**config.mk**
```make
export PLATFORM = sky130hd
export DESIGN_NAME = rs232_rx_flat
export DESIGN_NICKNAME = d
export VERILOG_FILES = /design/src/rtl/rs232_pkg.sv /design/src/rtl/rs232_rx_if.sv /design/src/rtl/rs232_sync.sv /design/src/rtl/rs232_rx.sv /design/src/flat_wrapper.sv
export SDC_FILE = /design/constraint.sdc
export NUM_CORES = 1
export LEC_CHECK = 0
export CAP_MARGIN = 20
export CELL_PAD_IN_SITES_DETAIL_PLACEMENT = 0
export CELL_PAD_IN_SITES_GLOBAL_PLACEMENT = 1
export CORE_ASPECT_RATIO = 0.9
export CORE_MARGIN = 5
export CORE_UTILIZATION = 29
export CTS_BUF_LIST = sky130_fd_sc_hd__clkbuf_4 sky130_fd_sc_hd__clkbuf_8 sky130_fd_sc_hd__clkbuf_16
export DETAILED_ROUTE_END_ITERATION = 6
export DONT_BUFFER_PORTS = 1
export PLACE_DENSITY_LB_ADDON = 0.3
export SLEW_MARGIN = 20
export SYNTH_ARGS = -nofsm -noshare
export SYNTH_HDL_FRONTEND = slang
export SYNTH_SLANG_ARGS = --single-unit
```
**constraint.sdc**
```tcl
create_clock -name clk -period 3.1 [get_ports clk]
set_input_delay 0.62 -clock clk [delete_from_list [all_inputs] [get_ports clk]]
set_output_delay 0.62 -clock clk [all_outputs]
set_load 0.02 [all_outputs]
```
**src/rtl/rs232_pkg.sv**
```systemverilog
// ============================================================================
// Package : rs232_pkg
// Brief   : Shared RS232 constants, receiver state encoding, tick helper.
// Rev     : 1.0
// ============================================================================
`default_nettype none

package rs232_pkg;

  // Last tick index of a bit period; common to transmitter and receiver.
  localparam int FAST_LIMIT = 217;
  localparam int SLOW_LIMIT = 1302;
  localparam int DATA_BITS  = 8;
  localparam int TICK_W     = 12;
  localparam int BITCNT_W   = 4;

  typedef enum logic [2:0] {
    IDLE  = 3'd0,
    START = 3'd1,
    DATA  = 3'd2,
    STOP  = 3'd3,
    BREAK = 3'd4
  } rx_state_e;

  function automatic logic [TICK_W-1:0] half_period(input logic [TICK_W-1:0] limit);
    return limit >> 1;
  endfunction

endpackage

`default_nettype wire

```
**src/rtl/rs232_rx_if.sv**
```systemverilog
// ============================================================================
// Interface : rs232_rx_if
// Brief     : Host-side byte handshake of the receiver (data/rdy/done + flags).
// Rev       : 1.0
// ============================================================================
`default_nettype none

interface rs232_rx_if;
  import rs232_pkg::*;

  logic                 done;
  logic [DATA_BITS-1:0] data;
  logic                 rdy;
  logic                 ovr;
  logic                 ferr;

  modport master (output done, input data, rdy, ovr, ferr);
  modport slave  (input done, output data, rdy, ovr, ferr);
endinterface

`default_nettype wire

```
**src/rtl/rs232_sync.sv**
```systemverilog
// ============================================================================
// Module : rs232_sync
// Brief  : Two-flop synchronizer for the idle-high serial line.
// Rev    : 1.0
// ============================================================================
`default_nettype none

module rs232_sync (
  input  logic clk,
  input  logic rst,
  input  logic d,
  output logic q
);

  logic meta_q, meta_d;
  logic sync_q, sync_d;

  always_comb begin
    meta_d = d;
    sync_d = meta_q;
  end

  // Reset to 1 so a receiver leaving reset sees an idle line, not a start bit.
  always_ff @(posedge clk) begin
    if (rst) begin
      meta_q <= 1'b1;
      sync_q <= 1'b1;
    end else begin
      meta_q <= meta_d;
      sync_q <= sync_d;
    end
  end

  assign q = sync_q;

endmodule

`default_nettype wire

```
**src/rtl/rs232_rx.sv**
```systemverilog
// ============================================================================
// Module : rs232_rx
// Brief  : 8N1 LSB-first receiver, mid-bit sampling; RS232_RX_FERR_EN adds
//          a sticky framing-error flag and discards badly framed bytes.
// Rev    : 1.0
// ============================================================================
`default_nettype none

module rs232_rx #(
  parameter int FAST_LIMIT = rs232_pkg::FAST_LIMIT,
  parameter int SLOW_LIMIT = rs232_pkg::SLOW_LIMIT
) (
  input  logic       clk,
  input  logic       rst,
  input  logic       fsel,
  input  logic       RxD,
  rs232_rx_if.slave  host
);
  import rs232_pkg::*;

  logic                 rxs;
  rx_state_e            state_q, state_d;
  logic [TICK_W-1:0]    tick_q, tick_d;
  logic [TICK_W-1:0]    limit_q, limit_d;
  logic [TICK_W-1:0]    half;
  logic [BITCNT_W-1:0]  bitcnt_q, bitcnt_d;
  logic [DATA_BITS-1:0] shreg_q, shreg_d;
  logic [DATA_BITS-1:0] data_q, data_d;
  logic                 rdy_q, rdy_d;
  logic                 ovr_q, ovr_d;
  logic                 deliver;
`ifdef RS232_RX_FERR_EN
  logic                 ferr_q, ferr_d;
  logic                 bad_stop;
`endif

  rs232_sync u_sync (
    .clk (clk),
    .rst (rst),
    .d   (RxD),
    .q   (rxs)
  );

  assign half = half_period(limit_q);

  always_comb begin
    state_d  = state_q;
    tick_d   = (tick_q == limit_q) ? '0 : tick_q + 1'b1;
    limit_d  = limit_q;
    bitcnt_d = bitcnt_q;
    shreg_d  = shreg_q;
    deliver  = 1'b0;
`ifdef RS232_RX_FERR_EN
    bad_stop = 1'b0;
`endif

    case (state_q)
      IDLE: begin
        if (!rxs) begin
          state_d = START;
          limit_d = fsel ? TICK_W'(FAST_LIMIT) : TICK_W'(SLOW_LIMIT);
        end
      end
      START: begin
        if (tick_q == half) begin
          state_d  = rxs ? IDLE : DATA;
          bitcnt_d = '0;
        end
      end
      DATA: begin
        if (tick_q == limit_q) begin
          shreg_d  = {rxs, shreg_q[DATA_BITS-1:1]};
          bitcnt_d = bitcnt_q + 1'b1;
          if (bitcnt_q == BITCNT_W'(DATA_BITS - 1)) begin
            state_d = STOP;
          end
        end
      end
      STOP: begin
        if (tick_q == limit_q) begin
          if (rxs) begin
            deliver = 1'b1;
            state_d = IDLE;
          end else begin
`ifdef RS232_RX_FERR_EN
            bad_stop = 1'b1;
`else
            deliver  = 1'b1;
`endif
            // A held-low line must not look like the next start bit.
            state_d = BREAK;
          end
        end
      end
      BREAK: begin
        if (rxs) begin
          state_d = IDLE;
        end
      end
      default: state_d = IDLE;
    endcase

    if (state_d != state_q) begin
      tick_d = '0;
    end
  end

  // Delivery outranks a coincident done: the new byte stays flagged and the
  // acknowledge suppresses the overrun it would otherwise cause.
  always_comb begin
    data_d = deliver ? shreg_q : data_q;
    rdy_d  = deliver | (rdy_q & ~host.done);
    ovr_d  = ~host.done & (ovr_q | (deliver & rdy_q));
`ifdef RS232_RX_FERR_EN
    ferr_d = bad_stop | (ferr_q & ~host.done);
`endif
  end

  always_ff @(posedge clk) begin
    if (rst) begin
      state_q  <= IDLE;
      tick_q   <= '0;
      limit_q  <= TICK_W'(SLOW_LIMIT);
      bitcnt_q <= '0;
      shreg_q  <= '0;
      data_q   <= '0;
      rdy_q    <= 1'b0;
      ovr_q    <= 1'b0;
`ifdef RS232_RX_FERR_EN
      ferr_q   <= 1'b0;
`endif
    end else begin
      state_q  <= state_d;
      tick_q   <= tick_d;
      limit_q  <= limit_d;
      bitcnt_q <= bitcnt_d;
      shreg_q  <= shreg_d;
      data_q   <= data_d;
      rdy_q    <= rdy_d;
      ovr_q    <= ovr_d;
`ifdef RS232_RX_FERR_EN
      ferr_q   <= ferr_d;
`endif
    end
  end

  assign host.data = data_q;
  assign host.rdy  = rdy_q;
  assign host.ovr  = ovr_q;
`ifdef RS232_RX_FERR_EN
  assign host.ferr = ferr_q;
`else
  assign host.ferr = 1'b0;
`endif

endmodule

`default_nettype wire

```
**src/flat_wrapper.sv**
```systemverilog
// flat-port wrapper written by rule: the top's interface ports become plain ports
module rs232_rx_flat import rs232_pkg::*;
#(
  parameter int FAST_LIMIT = rs232_pkg::FAST_LIMIT,
  parameter int SLOW_LIMIT = rs232_pkg::SLOW_LIMIT
)
  (clk, rst, fsel, RxD, host_done, host_data, host_rdy, host_ovr, host_ferr);
  rs232_rx_if host_i ();
  input  logic clk;
  input  logic rst;
  input  logic fsel;
  input  logic RxD;
  input wire logic [$bits(host_i.done)-1:0] host_done;
  output wire logic [$bits(host_i.data)-1:0] host_data;
  output wire logic [$bits(host_i.rdy)-1:0] host_rdy;
  output wire logic [$bits(host_i.ovr)-1:0] host_ovr;
  output wire logic [$bits(host_i.ferr)-1:0] host_ferr;
  assign host_i.done = host_done;
  assign host_data = host_i.data;
  assign host_rdy = host_i.rdy;
  assign host_ovr = host_i.ovr;
  assign host_ferr = host_i.ferr;
  rs232_rx #(.FAST_LIMIT(FAST_LIMIT), .SLOW_LIMIT(SLOW_LIMIT)) u_core (.clk(clk), .rst(rst), .fsel(fsel), .RxD(RxD), .host(host_i));
endmodule
```
==> flow_summary.toml <==
[sta]
hold_viol = 0
slew_violations = 0
fin_tns_setup_ps = 0
whs_ps = 386
setup_viol = 0
period_share_pct = 90.4
rsz0062_at_grt = "no"
max_freq_mhz = 357
max_slew_margin_pct = 53.0
min_period_ps = 2800
fin_skew_ps = 13.0
worst_pin_slew_ps = 703

[min_path]
worstHoldPathType = "in2reg"

[global_routing]
grt_pass1_wl_mm = 6.51
antenna_found_initial = 0
gr-total-overflow = 0
track_usage_pct = 9.91
grt_pass1_vias = 1340
grt_max_degree = 32

[route]
ant_nets = 0
drt_wl_total_mm = 3.80
initialDrtViolationCount = 56
vias = 1381
wl_per_cell_um = 12.7
drc = 0
drt_pass1_iterations = 4
viasPerCell = 4.60

[critical_path]
criticalPathCategory = "reg2reg"
worstSetupEndpointType = "flip-flop"
path_max_fanout = 10
cp-start-kind = "flip-flop"
cp_top_family = "simple AND/OR/NAND/NOR gates"
cp.arrival_ps = 3000
critical_path_buf_inv_count = 0
cpMaxStageDelayCell = "or4b_2"
cpPeakStageDelay_ps = 720
required_ps = 3300
worstPathCellList = "or4b_2 -> a2111oi_4 -> and2_1 -> nand3_1 -> mux2i_1 -> nor2_1"

[floorplanning]
io-pin-count = 16
die_w_um = 95.5
dieArea_um2 = 8300
core_um2 = 6480
die_h_um = 87.0
start_util_pct = 29.4
core.rowCount = 28

[logic_synthesis]
synth-edff-count = 0
ys.flop_type = "dfxtp_1"
syn_nets = 220
avgSynthCellArea_um2 = 8.96
async_flop_share_pct = 0
synth_cell_types = 48
yosys_warnings = 0
ys_seq_area_share_pct = 43.0
syn_area_um2 = 1910
ys_seq_elements = 41
syn_inst = 213

[finish]
area_delta_synth_final_pct = 6.95
final_cell_mix = "dfxtp_1 (41), nand2_1 (31), nor2_1 (25), a21oi_1 (13), mux2i_1 (9)"
antenna_cells = 0
nFillCells = 681
layout_commonest_cell = "dfxtp_1"
drive_above_1_share_pct = 11.9
final_nets = 216
final_util_pct = 31.5

[clock_network]
cts_buffer_depth = 2
clock-root-buffer = "clkbuf_8"
cts_tree = "yes"
worstSkewPairLatency_ps = 300
clk_pin_slew_ps = 90
postCtsHoldBufs = 0
ctsResizeCount = 0
h-tree-depth = 2
cts.sinks = 41
cts_made_buffers = 5
post_cts_buffers = 0

[power_and_ir_drop]
p_per_area_nw_per_um2 = 470
p_leak_nw = 0.714
power_mw = 0.959
ir_drop_v = 0.000205

[placed_design]
gp_congestion = 0.762
hpwl_mm = 2.63
io_buffers = 0

[status]
status = "finished, final reports clean"

[flow_run]
max_cap_violations = 0
[cells by family (layout without fill, tap and decap cells)]
logic type      Yosys count  count (layout)  share of synthesized area [%]
flops                    41              41                           43.0
other cells               1               1                          0.197
xor+xnor                 11              11                           5.05
fa+ha+maj                 2               2                           1.31
buf+inv                  15              12                           5.18
compound gates           33              33                           13.9
simple gates            101             101                           26.6
mux                       9               9                           4.72
[power breakdown]
group	switching [mW]	total, mW	leakage, nW	internal, mW
Sequential	0.00951	0.542	0.331	0.533
Clock	0.195	0.375	0.0512	0.181
Combinational	0.0216	0.0414	0.331	0.0198
[per-stage QoR]
| step | instance area (um2) | instances | setup slack [ps] |
|---|---|---|---|
| 2_1_floorplan | 1910 | 213 | 853 |
| 3_3_place_gp | 1940 | 292 | 337 |
| 3_5_place_dp | 1940 | 292 | 306 |
| 4_1_cts | 2040 | 300 | 289 |
| 5_1_grt | 2040 | 300 | 27.2 |
| 6_report | 2040 | 300 | 297 |
[path summary, 6_finish.rpt]
path                                      startpoint             endpoint  slack (ps)  cells after the start
worst max-delay path                u_core.tick_q[5]  u_core.host.data[1]         300                      6
worst max register to register      u_core.tick_q[5]  u_core.host.data[1]         300                      6
worst min-delay path                       host_done      u_core.host.ovr         390                      1
worst min register to register  u_core.u_sync.meta_q      u_core.u_sync.q         410                      1
[per-layer routing]
layer | vias to the layer above | track usage, % | routed length, um
li1 | 728 | - | -
met1 | 636 | 14.6 | 2100
met2 | 12 | 13.7 | 1560
met3 | 5 | 3.03 | 118
met4 | 0 | 3.10 | 24
met5 | - | 0 | 0
[flip-flops by register name, summed over array words and instances (netlist names)]
name                  cells
u_core.host.ovr           1
u_core.u_sync.q           1
u_core.shreg_q            8
u_core.host.data          8
u_core.limit_q            2
u_core.bitcnt_q           4
u_core.state_q            3
u_core.host.rdy           1
u_core.u_sync.meta_q      1
u_core.tick_q            12
[layout make-up]
type / count / area [um2] / area share (%)
timing repair buffer: 2 / 15.0 / 0.736
sequential: 41 / 821 / 40.2
inverter: 2 / 7.51 / 0.368
multi-input combinational: 157 / 988 / 48.4
clock buffer: 6 / 82.6 / 4.05
clock inverter: 2 / 13.8 / 0.674
tap: 90 / 113 / 5.52
[synthesized netlist by cell type, types with 5 or more instances]
master,number,area (um2)
nand3_1,5,25.0
xnor2_1,6,52.6
dfxtp_1,41,821
a21oi_1,13,65.1
nor2_1,25,93.8
mux2i_1,9,90.1
xor2_1,5,43.8
nand2_1,31,116
nand2b_1,6,37.5
Power figures use the tool's default switching activity.
